--- src/rtl/lvt_wr_scheduler_if.sv ---
// Write-request handshake bundle: one producer feeding one scheduler input FIFO.
interface lvt_wr_scheduler_if #(
  parameter int ADDR_W = 7,
  parameter int DATA_W = 32
) ();
  logic              valid;
  logic              ready;
  logic [ADDR_W-1:0] addr;
  logic [DATA_W-1:0] data;

  modport master (output valid, output addr, output data, input ready);
  modport slave  (input valid, input addr, input data, output ready);
endinterface

--- src/rtl/lvt_wr_scheduler.sv ---
// Two-producer write scheduler in front of lvt_bram: per-lane FIFO plus registered write
// port, with same-address arbitration so both bram write ports never hit one address.
module lvt_wr_lane #(
  parameter int ADDR_W = 7,
  parameter int DATA_W = 32,
  parameter int DEPTH  = 4
) (
  input  logic              clk,
  input  logic              rst,
  input  logic              push,
  input  logic [ADDR_W-1:0] in_addr,
  input  logic [DATA_W-1:0] in_data,
  input  logic              iss,
  input  logic [ADDR_W-1:0] hz_addr,
  output logic              empty,
  output logic              full,
  output logic [ADDR_W-1:0] head_addr,
  output logic [DATA_W-1:0] head_data,
  output logic              wr_en,
  output logic [ADDR_W-1:0] wr_addr,
  output logic [DATA_W-1:0] wr_data,
  output logic              hz_hit
);
  localparam int IDX_W = $clog2(DEPTH);
  localparam int PTR_W = IDX_W + 1;

  logic [PTR_W-1:0]             wr_ptr, rd_ptr, cnt;
  logic [DEPTH-1:0][ADDR_W-1:0] mem_addr;
  logic [DEPTH-1:0][DATA_W-1:0] mem_data;
  logic [DEPTH-1:0][IDX_W-1:0]  ent_off;
  logic [DEPTH-1:0]             ent_vld, ent_hit;

  assign cnt   = wr_ptr - rd_ptr;
  assign empty = (wr_ptr == rd_ptr);
  assign full  = (wr_ptr[IDX_W] != rd_ptr[IDX_W]) &&
                 (wr_ptr[IDX_W-1:0] == rd_ptr[IDX_W-1:0]);

  assign head_addr = mem_addr[rd_ptr[IDX_W-1:0]];
  assign head_data = mem_data[rd_ptr[IDX_W-1:0]];

  // A slot is live when its distance from the read pointer is below the fill count.
  for (genvar i = 0; i < DEPTH; i++) begin : g_ent
    assign ent_off[i] = IDX_W'(i) - rd_ptr[IDX_W-1:0];
    assign ent_vld[i] = ({1'b0, ent_off[i]} < cnt);
    assign ent_hit[i] = ent_vld[i] && (mem_addr[i] == hz_addr);
  end

  assign hz_hit = (|ent_hit) || (wr_en && (wr_addr == hz_addr));

  always_ff @(posedge clk or negedge rst) begin
    if (!rst) begin
      wr_ptr <= '0;
      rd_ptr <= '0;
    end else begin
      if (push) wr_ptr <= wr_ptr + PTR_W'(1);
      if (iss)  rd_ptr <= rd_ptr + PTR_W'(1);
    end
  end

  // Storage is left unreset; only live slots are ever observed.
  always_ff @(posedge clk) begin
    if (push) begin
      mem_addr[wr_ptr[IDX_W-1:0]] <= in_addr;
      mem_data[wr_ptr[IDX_W-1:0]] <= in_data;
    end
  end

  always_ff @(posedge clk or negedge rst) begin
    if (!rst) begin
      wr_en   <= 1'b0;
      wr_addr <= '0;
      wr_data <= '0;
    end else begin
      wr_en <= iss;
      if (iss) begin
        wr_addr <= head_addr;
        wr_data <= head_data;
      end
    end
  end
endmodule

module lvt_wr_scheduler #(
  parameter int ADDR_W = 7,
  parameter int DATA_W = 32,
  parameter int DEPTH  = 4
) (
  input  logic                clk,
  input  logic                rst,
  lvt_wr_scheduler_if.slave   in0,
  lvt_wr_scheduler_if.slave   in1,
  output logic                wr0_en,
  output logic [ADDR_W-1:0]   wr0_addr,
  output logic [DATA_W-1:0]   wr0_data,
  output logic                wr1_en,
  output logic [ADDR_W-1:0]   wr1_addr,
  output logic [DATA_W-1:0]   wr1_data,
  input  logic [ADDR_W-1:0]   hz_addr,
  output logic                hz_pending,
  output logic                idle,
  output logic [15:0]         coll_cnt
);
  localparam int NUM_LANES = 2;

  logic [NUM_LANES-1:0]             push, iss, empty, full, wr_en, hz_hit, hv;
  logic [NUM_LANES-1:0][ADDR_W-1:0] in_addr, head_addr, wr_addr;
  logic [NUM_LANES-1:0][DATA_W-1:0] in_data, head_data, wr_data;
  logic                             pri, coll;

  assign in0.ready = rst && !full[0];
  assign in1.ready = rst && !full[1];
  assign push      = {in1.valid && in1.ready, in0.valid && in0.ready};
  assign in_addr   = {in1.addr, in0.addr};
  assign in_data   = {in1.data, in0.data};

  // On a same-address pair only the pri-selected lane issues; the other retries next cycle.
  assign hv     = ~empty;
  assign coll   = hv[0] && hv[1] && (head_addr[0] == head_addr[1]);
  assign iss[0] = hv[0] && (!coll || !pri);
  assign iss[1] = hv[1] && (!coll ||  pri);

  for (genvar g = 0; g < NUM_LANES; g++) begin : g_lane
    lvt_wr_lane #(.ADDR_W(ADDR_W), .DATA_W(DATA_W), .DEPTH(DEPTH)) u_lane (
      .clk       (clk),
      .rst       (rst),
      .push      (push[g]),
      .in_addr   (in_addr[g]),
      .in_data   (in_data[g]),
      .iss       (iss[g]),
      .hz_addr   (hz_addr),
      .empty     (empty[g]),
      .full      (full[g]),
      .head_addr (head_addr[g]),
      .head_data (head_data[g]),
      .wr_en     (wr_en[g]),
      .wr_addr   (wr_addr[g]),
      .wr_data   (wr_data[g]),
      .hz_hit    (hz_hit[g])
    );
  end

  always_ff @(posedge clk or negedge rst) begin
    if (!rst) begin
      pri      <= 1'b0;
      coll_cnt <= '0;
    end else if (coll) begin
      pri <= ~pri;
      if (coll_cnt != 16'hFFFF) coll_cnt <= coll_cnt + 16'd1;
    end
  end

  assign wr0_en   = wr_en[0];
  assign wr0_addr = wr_addr[0];
  assign wr0_data = wr_data[0];
  assign wr1_en   = wr_en[1];
  assign wr1_addr = wr_addr[1];
  assign wr1_data = wr_data[1];

  assign hz_pending = |hz_hit;
  assign idle       = (&empty) && !(|wr_en);
endmodule

--- src/flat_wrapper.sv ---
// flat-port wrapper written by rule: the top's interface ports become plain ports
module lvt_wr_scheduler_flat 
#(
  parameter int ADDR_W = 7,
  parameter int DATA_W = 32,
  parameter int DEPTH  = 4
)
  (clk, rst, wr0_en, wr0_addr, wr0_data, wr1_en, wr1_addr, wr1_data, hz_addr, hz_pending, idle, coll_cnt, in0_valid, in0_addr, in0_data, in0_ready, in1_valid, in1_addr, in1_data, in1_ready);
  lvt_wr_scheduler_if #(.ADDR_W(ADDR_W), .DATA_W(DATA_W)) in0_i ();
  lvt_wr_scheduler_if #(.ADDR_W(ADDR_W), .DATA_W(DATA_W)) in1_i ();
  input  logic clk;
  input  logic rst;
  output logic wr0_en;
  output logic [ADDR_W-1:0] wr0_addr;
  output logic [DATA_W-1:0] wr0_data;
  output logic wr1_en;
  output logic [ADDR_W-1:0] wr1_addr;
  output logic [DATA_W-1:0] wr1_data;
  input  logic [ADDR_W-1:0] hz_addr;
  output logic hz_pending;
  output logic idle;
  output logic [15:0] coll_cnt;
  input wire logic [$bits(in0_i.valid)-1:0] in0_valid;
  input wire logic [$bits(in0_i.addr)-1:0] in0_addr;
  input wire logic [$bits(in0_i.data)-1:0] in0_data;
  output wire logic [$bits(in0_i.ready)-1:0] in0_ready;
  input wire logic [$bits(in1_i.valid)-1:0] in1_valid;
  input wire logic [$bits(in1_i.addr)-1:0] in1_addr;
  input wire logic [$bits(in1_i.data)-1:0] in1_data;
  output wire logic [$bits(in1_i.ready)-1:0] in1_ready;
  assign in0_i.valid = in0_valid;
  assign in0_i.addr = in0_addr;
  assign in0_i.data = in0_data;
  assign in0_ready = in0_i.ready;
  assign in1_i.valid = in1_valid;
  assign in1_i.addr = in1_addr;
  assign in1_i.data = in1_data;
  assign in1_ready = in1_i.ready;
  lvt_wr_scheduler #(.ADDR_W(ADDR_W), .DATA_W(DATA_W), .DEPTH(DEPTH)) u_core (.clk(clk), .rst(rst), .in0(in0_i), .in1(in1_i), .wr0_en(wr0_en), .wr0_addr(wr0_addr), .wr0_data(wr0_data), .wr1_en(wr1_en), .wr1_addr(wr1_addr), .wr1_data(wr1_data), .hz_addr(hz_addr), .hz_pending(hz_pending), .idle(idle), .coll_cnt(coll_cnt));
endmodule
--- config.mk ---
export PLATFORM = sky130hd
export DESIGN_NAME = lvt_wr_scheduler_flat
export DESIGN_NICKNAME = d
export VERILOG_FILES = /design/src/rtl/lvt_wr_scheduler_if.sv /design/src/rtl/lvt_wr_scheduler.sv /design/src/flat_wrapper.sv
export SDC_FILE = /design/constraint.sdc
export NUM_CORES = 1
export LEC_CHECK = 0
export BUFFER_PORTS_ARGS = -buffer_cell sky130_fd_sc_hd__buf_2
export CORE_ASPECT_RATIO = 1.1
export CORE_MARGIN = 10
export CORE_UTILIZATION = 50
export DETAILED_ROUTE_END_ITERATION = 8
export PLACE_DENSITY_LB_ADDON = 0.25
export SYNTH_ARGS = -nofsm -noshare
export SYNTH_HDL_FRONTEND = slang
export SYNTH_SLANG_ARGS = --single-unit
export TNS_END_PERCENT = 10
--- constraint.sdc ---
create_clock -name clk -period 3.2 [get_ports clk]
set_input_delay 0.64 -clock clk [delete_from_list [all_inputs] [get_ports clk]]
set_output_delay 0.64 -clock clk [all_outputs]
set_load 0.02 [all_outputs]
---- After elaboration in Yosys (flattened, before gate mapping) ----
Cells that the tools add are included.
cells by class
  $add $sub $neg .......................... 15
  order comparisons ....................... 14
  equal/unequal tests ..................... 18
  multiplexer cells ....................... 20
  bitwise operators ....................... 2
  reductions and logical operators ........ 38
operators by type and width
  cell                   number
  $bwmux 128             2
  $bmux 32 s2            2
  $demux 32 s2           2
  $mux 32                4
  $eq 7x7->1             11
  $bwmux 28              2
  $bmux 7 s2             2
  $demux 7 s2            2
  $mux 7                 4
  $lt 2x3->1             8
  $logic_and 1x1->1      23
  $add 16x1->16 const B  1
  $ne 16x16->1 const B   1
  $add 3x1->3 const B    4
  $lt 2x3->1 const B     4
  $reduce_or 4->1        2
  $sub 1x2->2 const A    4
  $sub 2x2->2 const A    4
  $eq 3x3->1             2
  $sub 3x3->3            2
  $logic_not 1->1        5
  $eq 2x2->1             2
  $ge 2x1->1 const B     2
  $logic_or 1x1->1       4
  other kinds (5)        8
storage, ports and cells
  flip-flop bits (word level) ............. 421
  input bits .............................. 89
  output and inout bits ................... 100
  logic and storage cells ................. 135

---- Longest topological paths before layout ----
Gate-level depths: netlist (run 1).
  depth in word-level cells ............... 7
  depth in mapped cells ................... 11
  gate-level depth less buffers ........... 11

---- By module ----
A second synthesis (run 1) with hierarchy kept.
second synthesis, totals
  cell total of the unflattened synthesis .. 899
  area total of the unflattened synthesis .. 17474.3 sq um
modules (own cells, without submodules)
  module            times used  cells each  area each (sq um)  sequential area each (sq um)
  lvt_wr_lane       2           399         8224.1             5835.6
  lvt_wr_scheduler  1           101         1026.0             425.4

---- Least setup slack after synthesis (run 1) ----
No wires, ideal clock.
  path type ............................... register to output
  start ................................... register u_core.g_lane[1].u_lane.rd_ptr[1]
  end ..................................... output port hz_pending
  arrival ................................. 2891 ps
  setup slack ............................. -331 ps
  cell stages (with the launch flop) ...... 12
  buffers on the path ..................... 2
  cells stage by stage .................... dfrtp_1 > buf_1 > buf_1 > inv_1 > fa_1 > inv_1 > ha_1 > nor2_1 > nor2_1 > o21ai_0 > nand3_1 > or3_1
on the way
  longest elaborated chain between the ends .. 6
  elaborated cells on any way between the ends .. 16
  classes of those cells .................. add/sub: 5; order compare: 4; reduce/logical: 7
ends and longest elaborated chain
  what                                 RTL line                 source
  start, declared                      lvt_wr_scheduler.sv:27   logic [PTR_W-1:0] wr_ptr, rd_ptr, cnt;
  start signal, assigned               lvt_wr_scheduler.sv:56   if (iss) rd_ptr <= rd_ptr + PTR_W'(1);
  $sub 3x3->3 (tied with other cells)  lvt_wr_scheduler.sv:33   assign cnt = wr_ptr - rd_ptr;
  $lt 2x3->1                           lvt_wr_scheduler.sv:44   assign ent_vld[i] = ({1'b0, ent_off[i]} < cnt);
  $logic_and 1x1->1                    lvt_wr_scheduler.sv:45   assign ent_hit[i] = ent_vld[i] && (mem_addr[i] == hz_addr);
  $reduce_or 4->1 *                    lvt_wr_scheduler.sv:48   assign hz_hit = (|ent_hit) || (wr_en && (wr_addr == hz_addr));
  $logic_or 1x1->1 *                   lvt_wr_scheduler.sv:48
  $reduce_or 2->1 *                    lvt_wr_scheduler.sv:159  assign hz_pending = |hz_hit;
  end, declared                        flat_wrapper.sv:20       output logic hz_pending;
Mark *: on every way between the ends. The rest lies on a longest branch, timed or not.

---- Worst setup path in the final report (run 1) ----
  start ................................... register u_core.g_lane[0].u_lane.wr_ptr[0]
  end ..................................... output port hz_pending
on the way
  longest elaborated chain between the ends .. 6
  elaborated cells on any way between the ends .. 12
  classes of those cells .................. add/sub: 1; order compare: 4; reduce/logical: 7
ends and longest elaborated chain
  what                    RTL line                 source
  start, declared         lvt_wr_scheduler.sv:27
  start signal, assigned  lvt_wr_scheduler.sv:55   if (push) wr_ptr <= wr_ptr + PTR_W'(1);
  $sub 3x3->3 *           lvt_wr_scheduler.sv:33
  $lt 2x3->1              lvt_wr_scheduler.sv:44
  $logic_and 1x1->1       lvt_wr_scheduler.sv:45
  $reduce_or 4->1 *       lvt_wr_scheduler.sv:48
  $logic_or 1x1->1 *      lvt_wr_scheduler.sv:48
  $reduce_or 2->1 *       lvt_wr_scheduler.sv:159
Marks and branches as above.

==> impl_summary.log, run 1 <==
INFO  metric global_route_met3_usage = ~4.5%
INFO  metric ios = 189
INFO  metric filler_cell_count = 2,528
INFO  metric vdd_ir_drop_max = 0.000519 V
INFO  metric detailroute.via_count = 8,600
INFO  metric power.density = just under 1000 nW/µm²
INFO  metric yosys.area.top_type = edfxtp_1
INFO  metric tightest_pin_transition = 707 ps
INFO  metric critical_path_class = flip-flop to primary output
INFO  metric min_period_over_period = 110%
INFO  metric synth_area_per_cell = 19.6 µm²
INFO  metric synth-edff-count = roughly 310
INFO  metric detail_route.drc_violations = 0
INFO  metric floorplan.die_area = ~42,000 µm²
INFO  metric failed_checks = setup timing
INFO  metric drive_above_1_share = 41.8%
INFO  metric bufs_on_longest_clock_path = 3
INFO  metric report.final.slew_viol_count = 0
INFO  metric power.internal = approximately 14,000 µW
INFO  metric via_count_of_the_first_global_routing_pass = 9,568
INFO  metric grt_first_pass_wirelength = 57.7 mm
INFO  metric initial_core_util = 50.5%
INFO  metric grt_util_met1 = about 23%
INFO  metric clk_slew_on_worst_s_h_paths = 60 ps
INFO  metric timing.final.setup_violations = 1
INFO  metric synthToLayoutAreaGrowth = 18.5%
INFO  metric cts.htree.levels = 2
INFO  metric total_power = 20,000 µW
INFO  metric num-nets-final = 1,233
INFO  metric holdWs = 184 ps
INFO  metric layout_setup_ws = -321 ps
INFO  metric upper_clock_frequency_limit = 284 MHz
INFO  metric leakagePower = between 0.007 and 0.008 µW
INFO  metric placeableCoreArea = 34,000 µm²
INFO  metric place.detailed.instances = 1,505
INFO  metric floorplan_die_height = 214 µm
INFO  metric grt_max_degree = 50
INFO  metric clock_tree.root_cell = clkbuf_16
INFO  metric syn-num-nets = 998
INFO  metric share_of_power_burned_in_combinational_logic = 37.4%
INFO  metric cap_viol_max_count = 0
INFO  metric mappedNetlistArea = 17,200 µm²
INFO  metric critical_path_data_required_time = approximately 2600 ps
INFO  metric async_flop_share = 25.9%
INFO  metric detail_route.vias_per_cell = 5.41
INFO  metric synthFlopType = edfxtp_1
INFO  metric final_design_area_no_fill = between 20,000 and 25,000 µm²
INFO  metric hold_violations = 0
INFO  metric hold_path_class = input port to async pin
INFO  metric yosysSeqAreaShare = approximately 70%
INFO  metric p_switching = roughly 6500 µW
INFO  metric buffer_ports.inserted = 188
INFO  metric grt_antenna_before_repair = 9
INFO  metric gr-usage-all-layers = 17.6%
INFO  metric grt.busiest_layer = met2
INFO  metric drt_iter0_drcs = 461
INFO  metric drt_pre_antenna_iters = 5
INFO  metric finish.cell_count_without_fillers = between 1,500 and 2,000
INFO  metric power.switching_fraction = 32.3%
INFO  metric dpl_cell_area = 18,900 µm²
INFO  metric syn_inst = 878
INFO  metric post-synth-top-area-fraction = 54.6%
INFO  metric number_of_warnings_reported_in_the_yosys_synthesis_log = 0
INFO  metric place_congestion = 0.848
INFO  metric floorplan.die.width = 197 µm
INFO  metric critical_path.endpoint_type = primary output
INFO  metric detailedPlace.worstSlack = 45.8 ps
INFO  metric rsz0062_at_grt = yes
INFO  metric hpwl = 23.9 mm
INFO  metric critical_path.startpoint_type = flip-flop
INFO  metric synth_cell_types = 38
INFO  metric largest_fanout_of_any_net_on_the_critical_path = 5
INFO  metric period_minus_slack = between 3000 and 4000 ps
INFO  metric core.rowCount = between 70 and 80
INFO  metric cts_hold_buf = 0
INFO  metric yosys_register_bits = 421
INFO  metric grtUsageMet2 = between 20% and 30%
INFO  metric netlist_top_cells_area = edfxtp_1 (55%), dfrtp_1 (16%), mux4_2 (10%)
INFO  metric tritoncts.num_buffers = 43
INFO  metric timing.critical_path.arrival = between 2000 and 3000 ps
INFO  metric timing.clock.skew = 28.7 ps
INFO  metric clock_sinks = 421
INFO  metric power.share.sequential = a little under two fifths
INFO  metric antenna_violating_nets_left = 0
INFO  metric gr-total-overflow = 0
INFO  metric outcome = complete, but fails checks
INFO  metric power.share.clock = between 20 and 25%
INFO  metric clock_latency = 550 ps
INFO  metric totalWireLength = 36.9 mm
INFO  metric timing.slew.headroom = 52.8%
INFO  metric wl_per_cell = 23.2 µm
INFO  metric tritoncts = done
-- metrics by stage --
| step | TNS [ps] | util [%] |
|---|---|---|
| 6_report | -321 | 59.8 |
| 4_1_cts | -400 | 59.7 |
| 5_1_grt | -449 | 59.8 |
| 2_1_floorplan | 0 | - |
| 3_3_place_gp | 0 | 55.5 |
| 3_5_place_dp | 0 | 55.5 |
-- critical path, cell delays in order, from the launching register on --
cell and delay [ps]:
dfrtp_1 380, inv_2 80, ha_4 130, inv_2 30, fa_1 480, inv_2 80
ha_4 270, a21oi_2 50, o21ai_2 160, o211ai_1 140, or3_1 380, buf_6 150
-- layer usage --
metal  share of wire [%]  vias up
met5                0.12        -
li1                    -     3902
met3                 5.6       46
met2                  50      191
met1                  43     4453
met4                 1.6        8
-- Yosys cell counts, drive strengths merged, types with 13 or more instances --
master  number
edfxtp     312
dfrtp      109
mux2        81
mux4        78
xor2        53
xnor2       48
ha          29
inv         23
buf         22
clkbuf      16
nand4       14
nor4        13
-- cell usage in the layout (no fill, tap or decap), drive strengths merged, types with 27 or more instances in the layout --
master  netlist  layout
dfrtp       109     109
clkbuf       16      57
xnor2        48      48
inv          23      27
ha           29      29
xor2         53      53
mux4         78      78
buf          22     228
mux2         81      81
edfxtp      312     312
-- final timing paths --
check | startpoint | end | slack, ps | depth (start not counted)
setup / recovery | u_core.g_lane[0].u_lane.wr_ptr[0] | hz_pending | -320 | 11
max in group asynchronous | rst | u_core.g_lane[0].u_lane.wr_data[13] | 1790 | 3
min in group clk | in1_data[16] | u_core.g_lane[1].u_lane.mem_data[80] | 310 | 1
hold reg to reg | u_core.coll_cnt[15] | u_core.coll_cnt[15] | 490 | 1
hold / removal | rst | u_core.coll_cnt[6] | 180 | 2
setup reg to reg | u_core.g_lane[0].u_lane.rd_ptr[0] | u_core.g_lane[0].u_lane.wr_data[9] | 190 | 7
-- area by class of cell --
| class | count | area [µm²] | area share [%] |
|---|---|---|---|
| inverter | 23 | 86.3 | 0.424 |
| multi-input combinational | 396 | 4820 | 23.7 |
| antenna | 5 | 12.5 | 0.0615 |
| sequential | 421 | 12100 | 59.5 |
| tap | 438 | 548 | 2.69 |
| clock inverter | 22 | 204 | 1.00 |
| timing repair buffer | 228 | 1410 | 6.94 |
| clock buffer | 57 | 1160 | 5.69 |
-- state kept, by name (all words and copies together), names as in the netlist --
| name | flops |
|---|---|
| u_core.g_lane.u_lane.mem_data | 256 |
| u_core.g_lane.u_lane.mem_addr | 56 |
| u_core.g_lane.u_lane.wr_data | 64 |
| u_core.coll_cnt | 16 |
| u_core.g_lane.u_lane.wr_addr | 14 |
| u_core.g_lane.u_lane.wr_ptr | 6 |
| u_core.pri | 1 |
| u_core.g_lane.u_lane.rd_ptr | 6 |
| u_core.g_lane.u_lane.wr_en | 2 |
-- kinds of logic (layout without fill, tap and decap cells) --
family | after synthesis | in the layout | share of synthesized area, %
adder cells (fa/ha/maj) | 31 | 31 | 2.35
flip-flops | 421 | 421 | 70.5
multiplexers | 161 | 161 | 16.5
AND/OR/NAND/NOR | 77 | 77 | 2.67
AO/OA/AOI/OAI | 26 | 26 | 0.998
other | 0 | 5 | 0
XOR/XNOR | 101 | 101 | 5.15
buffers and inverters | 61 | 330 | 1.91
-- power groups by stage --
stage | logic (µW) | clock network (µW) | registers [µW]
6_report | 7480 | 4830 | 7680
5_1_grt | 8150 | 5180 | 7790
4_1_cts | 7570 | 4970 | 7690
3_5_place_dp | 7380 | 0 | 7780
3_3_place_gp | 7260 | 0 | 7750
2_1_floorplan | 4660 | 0 | 8300
-- what timing repair did --
action	CTS	global route
pin swaps	9	3
gates resized for setup	16	6
buffers inserted	1	0
endpoints found under the setup margin	1	4
hold endpoints to repair	0	0
(Power assumes the default switching activity.)
==> inputs of run 2 (changes only) <==
- SYNTH_HIERARCHICAL: unset -> 1
==> run 2 against run 1 <==
Effect of this change:
- the flow still finishes with violations (setup timing)
- critical path depth up 1
- area after synthesis up 1.8%
- design area up 1.1%
- maximum frequency up 1.5%
- die area up 1.6%
- first-iteration DRC count down 3.3%
- clock power up 4%
- largest power group is now combinational logic
- critical path type unchanged
- critical endpoint unchanged
==> impl_summary.log, run 2 <==
INFO  metric yosys.area.top_type = edfxtp_1
INFO  metric clock_sinks = 421
INFO  metric yosysSeqAreaShare = 69.2%
INFO  metric power.density = 994 nW/µm²
INFO  metric grt_first_pass_wirelength = approximately 56 mm
INFO  metric final_design_area_no_fill = 20,600 µm²
INFO  metric syn-num-nets = roughly 1,000
INFO  metric cts.htree.levels = 2
INFO  metric detail_route.vias_per_cell = 5.38
INFO  metric synth-edff-count = 312
INFO  metric core.rowCount = 71
INFO  metric drive_above_1_share = ~41%
INFO  metric synth_cell_types = 37
INFO  metric floorplan.die.width = 198 µm
INFO  metric clock_latency = 550 ps
INFO  metric tightest_pin_transition = 639 ps
INFO  metric leakagePower = approximately 0.008 µW
INFO  metric floorplan.die_area = 42,800 µm²
INFO  metric clk_slew_on_worst_s_h_paths = 60 ps
INFO  metric detail_route.drc_violations = 0
INFO  metric synth_top_family_by_area = multiplexers
INFO  metric cap_viol_max_count = 0
INFO  metric mappedNetlistArea = ~17,000 µm²
INFO  metric post-synth-top-area-fraction = 53.6%
INFO  metric synth_fa_ha_area_share = roughly 2.3%
INFO  metric report.final.slew_viol_count = 0
INFO  metric netlist_top_cells_area = edfxtp_1 (54%), dfrtp_1 (16%), mux4_2 (9.8%)
INFO  metric netlist_top_cells_count = edfxtp_1 (312), dfrtp_1 (109), mux2_4 (77), mux4_2 (76), xor2_1 (53)
INFO  metric bufs_on_longest_clock_path = 3
INFO  metric number_of_warnings_reported_in_the_yosys_synthesis_log = 6
INFO  metric period_minus_slack = 3470 ps
INFO  metric outcome = complete, but fails checks
INFO  metric mostFrequentLayoutCell = edfxtp_1
INFO  metric critical_path_class = flip-flop to primary output
INFO  metric timing.slew.headroom = 57.4%
INFO  metric tritoncts = done
INFO  metric critical_path.startpoint_type = flip-flop
INFO  metric regToRegSetupSlack = 110 ps
INFO  metric syn_inst = 899
INFO  metric hpwl = around 23 mm
INFO  metric largest_reg_flops = 256
INFO  metric wl_per_cell = 22.8 µm
INFO  metric failed_checks = setup timing
INFO  metric drt_iter0_drcs = roughly 450
INFO  metric timing.final.setup_violations = 2
INFO  metric filler_cell_count = around 2,500
INFO  metric critical_path.endpoint_type = primary output
INFO  metric synthFlopType = edfxtp_1
INFO  metric holdWs = 129 ps
INFO  metric antenna_violating_nets_left = 0
INFO  metric detailroute.via_count = 8,597
INFO  metric mostFrequentLayoutCells = edfxtp_1 (312), buf_2 (186), dfrtp_1 (105), mux2_4 (77), mux4_2 (76)
INFO  metric floorplan_die_height = 216 µm
INFO  metric path_cells = inv_2 > ha_4 > inv_2 > fa_1 > inv_2 > ha_4 > nor2_4 > o21bai_1 > a21oi_1 > nand4_1 > or2_4 > buf_6
INFO  metric detailedPlace.worstSlack = 125 ps
INFO  metric timing.critical_path.arrival = 2830 ps
INFO  metric synthToLayoutAreaGrowth = 17.7%
INFO  metric synth_most_common_cell = edfxtp_1
INFO  metric synth_area_per_cell = 19.4 µm²
INFO  metric tritoncts.num_buffers = 43
INFO  metric basic_gate_share_of_the_synthesized_area_counting_and_or_nand_and_nor_cells = 3.22%
INFO  metric upper_clock_frequency_limit = 288 MHz
INFO  metric largest_fanout_of_any_net_on_the_critical_path = 5
INFO  metric initial_core_util = 50.8%
INFO  metric buffer_ports.inserted = 188
INFO  metric crit_path_top_delay_cell = fa_1
INFO  metric layout_setup_ws = -268 ps
INFO  metric synth-compound-area-share = less than 1%
INFO  metric critical_path_data_required_time = 2560 ps
INFO  metric vdd_ir_drop_max = 0.000663 V
INFO  metric max_stage_delay = 540 ps
INFO  metric dpl_cell_area = 19,000 µm²
INFO  metric synth.area.mux_share = 16.8%
INFO  metric via_count_of_the_first_global_routing_pass = 9,235
INFO  metric yosys.area_share.xor_xnor = 5.26%
INFO  metric timing.clock.skew = 20.1 ps
INFO  metric cts_hold_buf = 0
INFO  metric num-nets-final = around 1,200
INFO  metric gr-usage-all-layers = 17.2%
INFO  metric grt_antenna_before_repair = 6
INFO  metric rsz0062_at_grt = yes
INFO  metric ios = 189
INFO  metric grt_max_degree = around 50
INFO  metric hold_violations = 0
INFO  metric clock_tree.root_cell = clkbuf_16
INFO  metric min_period_over_period = 108%
INFO  metric path_common_cell = inv_2
INFO  metric hold_path_class = input port to async pin
INFO  metric totalWireLength = 36.5 mm
INFO  metric async_flop_share = 25.9%
INFO  metric timing.setup.tns = -298 ps
INFO  metric yosys_register_bits = around 420
INFO  metric place_congestion = approximately 0.8
INFO  metric drt_pre_antenna_iters = 4
INFO  metric placeableCoreArea = ~34,000 µm²
INFO  metric gr-total-overflow = 0
[run 2: changes by cell type after synthesis, moves of 4 or more]
cell	delta
nor2b_1	+4
nor2_1	+11
xnor2_1	+4
nand4_1	+7
buf_2	+9
buf_6	-9
and3_1	-10
mux2_4	+40
and2_1	+11
nor3_1	-4
mux2_2	-42
buf_12	+8
inv_1	-4
nand2_1	+5
[run 2: path summary, 6_finish.rpt]
kind / endpoint / cells past startpoint / start
min in group clk: u_core/g_lane[0].u_lane/mem_addr[6] / 1 / in0_addr[6]
worst max-delay path: hz_pending / 12 / u_core/g_lane[0].u_lane/wr_ptr[0]
worst min register to register: u_core/coll_cnt[9] / 1 / u_core/coll_cnt[9]
max in group asynchronous: u_core/coll_cnt[7] / 3 / rst
worst min-delay path: u_core/g_lane[1].u_lane/rd_ptr[1] / 2 / rst
worst max register to register: u_core/g_lane[0].u_lane/wr_data[31] / 13 / u_core/g_lane[0].u_lane/wr_ptr[0]
[run 2: layout make-up]
class                      instances  area (µm²)  area share [%]
antenna                            2        5.00          0.0243
clock buffer                      52        1180            5.74
clock inverter                    28         264            1.28
inverter                          19        71.3           0.347
multi-input combinational        413        5040            24.5
sequential                       421       12100            58.9
tap                              438         548            2.67
timing repair buffer             224        1350            6.54
[run 2: worst max-delay path: cells and delay by family (launching register included)]
kind / cells / cell delay [ps]
AND/OR/NAND/NOR: 3 / 490
buffers and inverters: 4 / 310
AO/OA/AOI/OAI: 2 / 210
adder cells (fa/ha/maj): 3 / 880
flip-flops: 1 / 400
[run 2: through the flow]
| stage | cells | power, µW | util [%] |
|---|---|---|---|
| floorplan | 899 | 13400 | - |
| global placement | 1508 | 15300 | 55.3 |
| detailed placement | 1508 | 15400 | 55.3 |
| CTS | 1592 | 20700 | 59.6 |
| global route | 1595 | 21600 | 59.8 |
| finish | 1597 | 20400 | 59.8 |
[run 2: power breakdown]
group | leakage [µW] | total [µW] | switching, µW | internal [µW]
sequential | 0.00413 | 7670 | 599 | 7070
combinational | 0.00314 | 7740 | 3830 | 3910
clock | 0.000697 | 5030 | 2060 | 2970
[run 2: cells by family (layout without fill, tap and decap cells)]
| group | count (synthesis) | after routing |
|---|---|---|
| XOR/XNOR | 105 | 105 |
| AO/OA/AOI/OAI | 23 | 23 |
| adder cells (fa/ha/maj) | 31 | 31 |
| multiplexers | 157 | 157 |
| other | 0 | 2 |
| buffers and inverters | 65 | 323 |
| flip-flops | 421 | 421 |
| AND/OR/NAND/NOR | 97 | 97 |
[run 2: per-layer routing]
metal,vias up,GRT usage [%],part of all wire [%]
met3,50,4.53,6.4
met1,4447,22.1,42
met4,6,4.21,1.5
li1,3903,-,-
met2,191,28.4,50
met5,-,0,0.093
[run 2: repair_timing]
| item | in CTS | in global routing |
|---|---|---|
| resized for setup | 11 | 5 |
| setup endpoints to repair | 1 | 2 |
| setup buffers | 4 | 3 |
| pin swaps | 7 | 7 |
| cloned | 0 | 0 |
==> inputs of run 3 (changes only) <==
- CELL_PAD_IN_SITES_DETAIL_PLACEMENT: unset -> 1
- CELL_PAD_IN_SITES_GLOBAL_PLACEMENT: unset -> 1
- SETUP_SLACK_MARGIN: unset -> 0.05
- clock period: 3.2 -> 4 ns (I/O delays scaled with it)
==> run 3 against run 2 <==
Effect of this change:
- the run now ends clean
- hold slack improved by 340 ps
- design area fell by 0.54%
- clock power fell by 19%
- sequential power fell by 19%
==> impl_summary.log, run 3 (synthesis gave the netlist of run 2 again) <==
INFO  metric period_minus_slack = just under 4000 ps
INFO  metric hold_path_class = input port to flip-flop
INFO  metric path_cells = inv_2 > ha_1 > inv_1 > fa_1 > inv_2 > ha_1 > nor2_1 > o21bai_1 > a21oi_1 > nand4_1 > or2_2 > buf_2
INFO  metric clk_slew_on_worst_s_h_paths = 60 ps
INFO  metric detail_route.vias_per_cell = 5.54
INFO  metric num-nets-final = 1,236
INFO  metric outcome = completed
INFO  metric gr-total-overflow = 0
INFO  metric critical_path.endpoint_type = primary output
INFO  metric core.rowCount = 71
INFO  metric path_buf_inv = 4
INFO  metric tritoncts = done
INFO  metric final_core_utilization = a little under 60%
INFO  metric dpl_cell_area = 18,900 µm²
INFO  metric grt_util_met1 = about a quarter
INFO  metric report.final.slew_viol_count = 0
INFO  metric grtUsageMet2 = 31.8%
INFO  metric upper_clock_frequency_limit = 259 MHz
INFO  metric detail_route.drc_violations = 0
INFO  metric crit_path_top_delay_cell = fa_1
INFO  metric mostFrequentLayoutCells = edfxtp_1 (312), buf_2 (187), dfrtp_1 (104), mux2_4 (77), mux4_2 (76)
INFO  metric drt_iter0_drcs = 352
INFO  metric bufs_on_longest_clock_path = 3
INFO  metric power.share.clock = 24.7%
INFO  metric clock_latency = around 540 ps
INFO  metric detailroute.via_count = 8,810
INFO  metric cap_viol_max_count = 0
INFO  metric ios = 189
INFO  metric placeableCoreArea = 34,400 µm²
INFO  metric timing.critical_path.arrival = 3060 ps
INFO  metric share_of_power_burned_in_combinational_logic = 37.7%
INFO  metric leakagePower = 0.00792 µW
INFO  metric gr-usage-all-layers = 18.8%
INFO  metric tightest_pin_transition = ~820 ps
INFO  metric largest_fanout_of_any_net_on_the_critical_path = 5
INFO  metric power.density = 803 nW/µm²
INFO  metric tritoncts.num_buffers = 43
INFO  metric rsz0062_at_grt = no
INFO  metric timing.clock.skew = 17.8 ps
INFO  metric critical_path.startpoint_type = flip-flop
INFO  metric power.internal = roughly 11,000 µW
INFO  metric power.switching_fraction = 32.3%
INFO  metric wl_per_cell = ~25 µm
INFO  metric cell_family_with_most_cp_delay = adder cells
INFO  metric finish.cell_count_without_fillers = 1,591
INFO  metric hpwl = 26.9 mm
INFO  metric critical_path_class = flip-flop to primary output
INFO  metric antenna_violating_nets_left = 0
INFO  metric grt.busiest_layer = met2
INFO  metric global_route_met3_usage = 3.74%
INFO  metric hold_violations = 0
INFO  metric timing.final.setup_violations = 0
INFO  metric grt_first_pass_wirelength = a little over 60 mm
INFO  metric place.detailed.instances = 1,502
INFO  metric place_congestion = 0.818
INFO  metric synthToLayoutAreaGrowth = 17.0%
INFO  metric timing.setup.tns = 0 ps
INFO  metric final_design_area_no_fill = a little over 20,000 µm²
INFO  metric cp.depth = 12
INFO  metric totalWireLength = 40.3 mm
INFO  metric floorplan_die_height = 216 µm
INFO  metric drive_above_1_share = 40.3%
INFO  metric buffer_ports.inserted = 188
INFO  metric p_switching = 5310 µW
INFO  metric drt_pre_antenna_iters = 4
INFO  metric power.share.sequential = 37.6%
INFO  metric initial_core_util = roughly half
INFO  metric floorplan.die_area = 42,800 µm²
INFO  metric min_period_over_period = between 90 and 100%
INFO  metric vdd_ir_drop_max = 0.000451 V
INFO  metric max_stage_delay = 490 ps
INFO  metric worstRegToRegCells = 10
INFO  metric cts_hold_buf = 0
INFO  metric critical_path_data_required_time = approximately 3200 ps
INFO  metric grt_antenna_before_repair = 7
INFO  metric floorplan.die.width = 198 µm
INFO  metric holdWs = roughly 470 ps
INFO  metric timing.slew.headroom = 45.1%
INFO  metric cts.htree.levels = 2
INFO  metric clock_tree.root_cell = clkbuf_16
INFO  metric min_path_cells = 1
INFO  metric grt_max_degree = between 50 and 60
INFO  metric clock_sinks = 421
INFO  metric via_count_of_the_first_global_routing_pass = a little under 10,000
INFO  metric mostFrequentLayoutCell = edfxtp_1
INFO  metric largest_reg_flops = between 200 and 300
-- run 3: cell count changes in the layout (fill, tap and decap cells not counted), sizes merged --
cell,previous run,this run
clkinvlp,5,3
inv,21,22
clkinv,17,7
clkbuf,52,63
buf,224,218
-- run 3: per-layer routing --
metal	up-vias	share of wire [%]
met3	54	4.6
met2	198	52
met4	10	1.7
met5	-	0.16
li1	3897	-
met1	4651	42
-- run 3: path summary, 6_finish.rpt --
| kind | from | end | slack (ps) |
|---|---|---|---|
| max reg2reg | u_core/g_lane[0].u_lane/rd_ptr[0] | u_core/g_lane[0].u_lane/wr_data[22] | 720 |
| min reg2reg | u_core/g_lane[0].u_lane/wr_ptr[2] | u_core/g_lane[0].u_lane/wr_ptr[2] | 500 |
| min | in1_data[15] | u_core/g_lane[1].u_lane/mem_data[47] | 470 |
| min in group asynchronous | rst | u_core/g_lane[1].u_lane/wr_data[30] | 510 |
| max | u_core/g_lane[1].u_lane/wr_ptr[0] | hz_pending | 140 |
| max in group asynchronous | rst | u_core/g_lane[1].u_lane/rd_ptr[0] | 2830 |
-- run 3: area by class of cell --
class | instances | area, µm²
well taps | 438 | 548
inverters | 19 | 71.3
flip-flops and latches | 421 | 12100
fillers | 3065 | 13900
clock buffers | 63 | 1240
diodes | 2 | 5.00
multi-input cells | 413 | 5000
clock inverters | 17 | 199
repair buffers | 218 | 1280
-- run 3: timing repair --
item	CTS	global route
setup buffers	3	4
gates resized for setup	2	4
endpoints found under the setup margin	1	1
-- run 3: power by group through the flow --
stage	Combinational (µW)	Clock, µW	Sequential [µW]
4_1_cts	6240	4150	6210
5_1_grt	6690	4330	6270
6_report	6190	4050	6180
2_1_floorplan	4100	0	6640
3_3_place_gp	5930	0	6260
3_5_place_dp	6140	0	6310
-- run 3: metrics by stage --
stage	worst slack [ps]	total power [µW]
CTS	68.6	16600
finish	142	16400
global placement	604	12200
global route	20.5	17300
detailed placement	603	12400
floorplan	656	10700
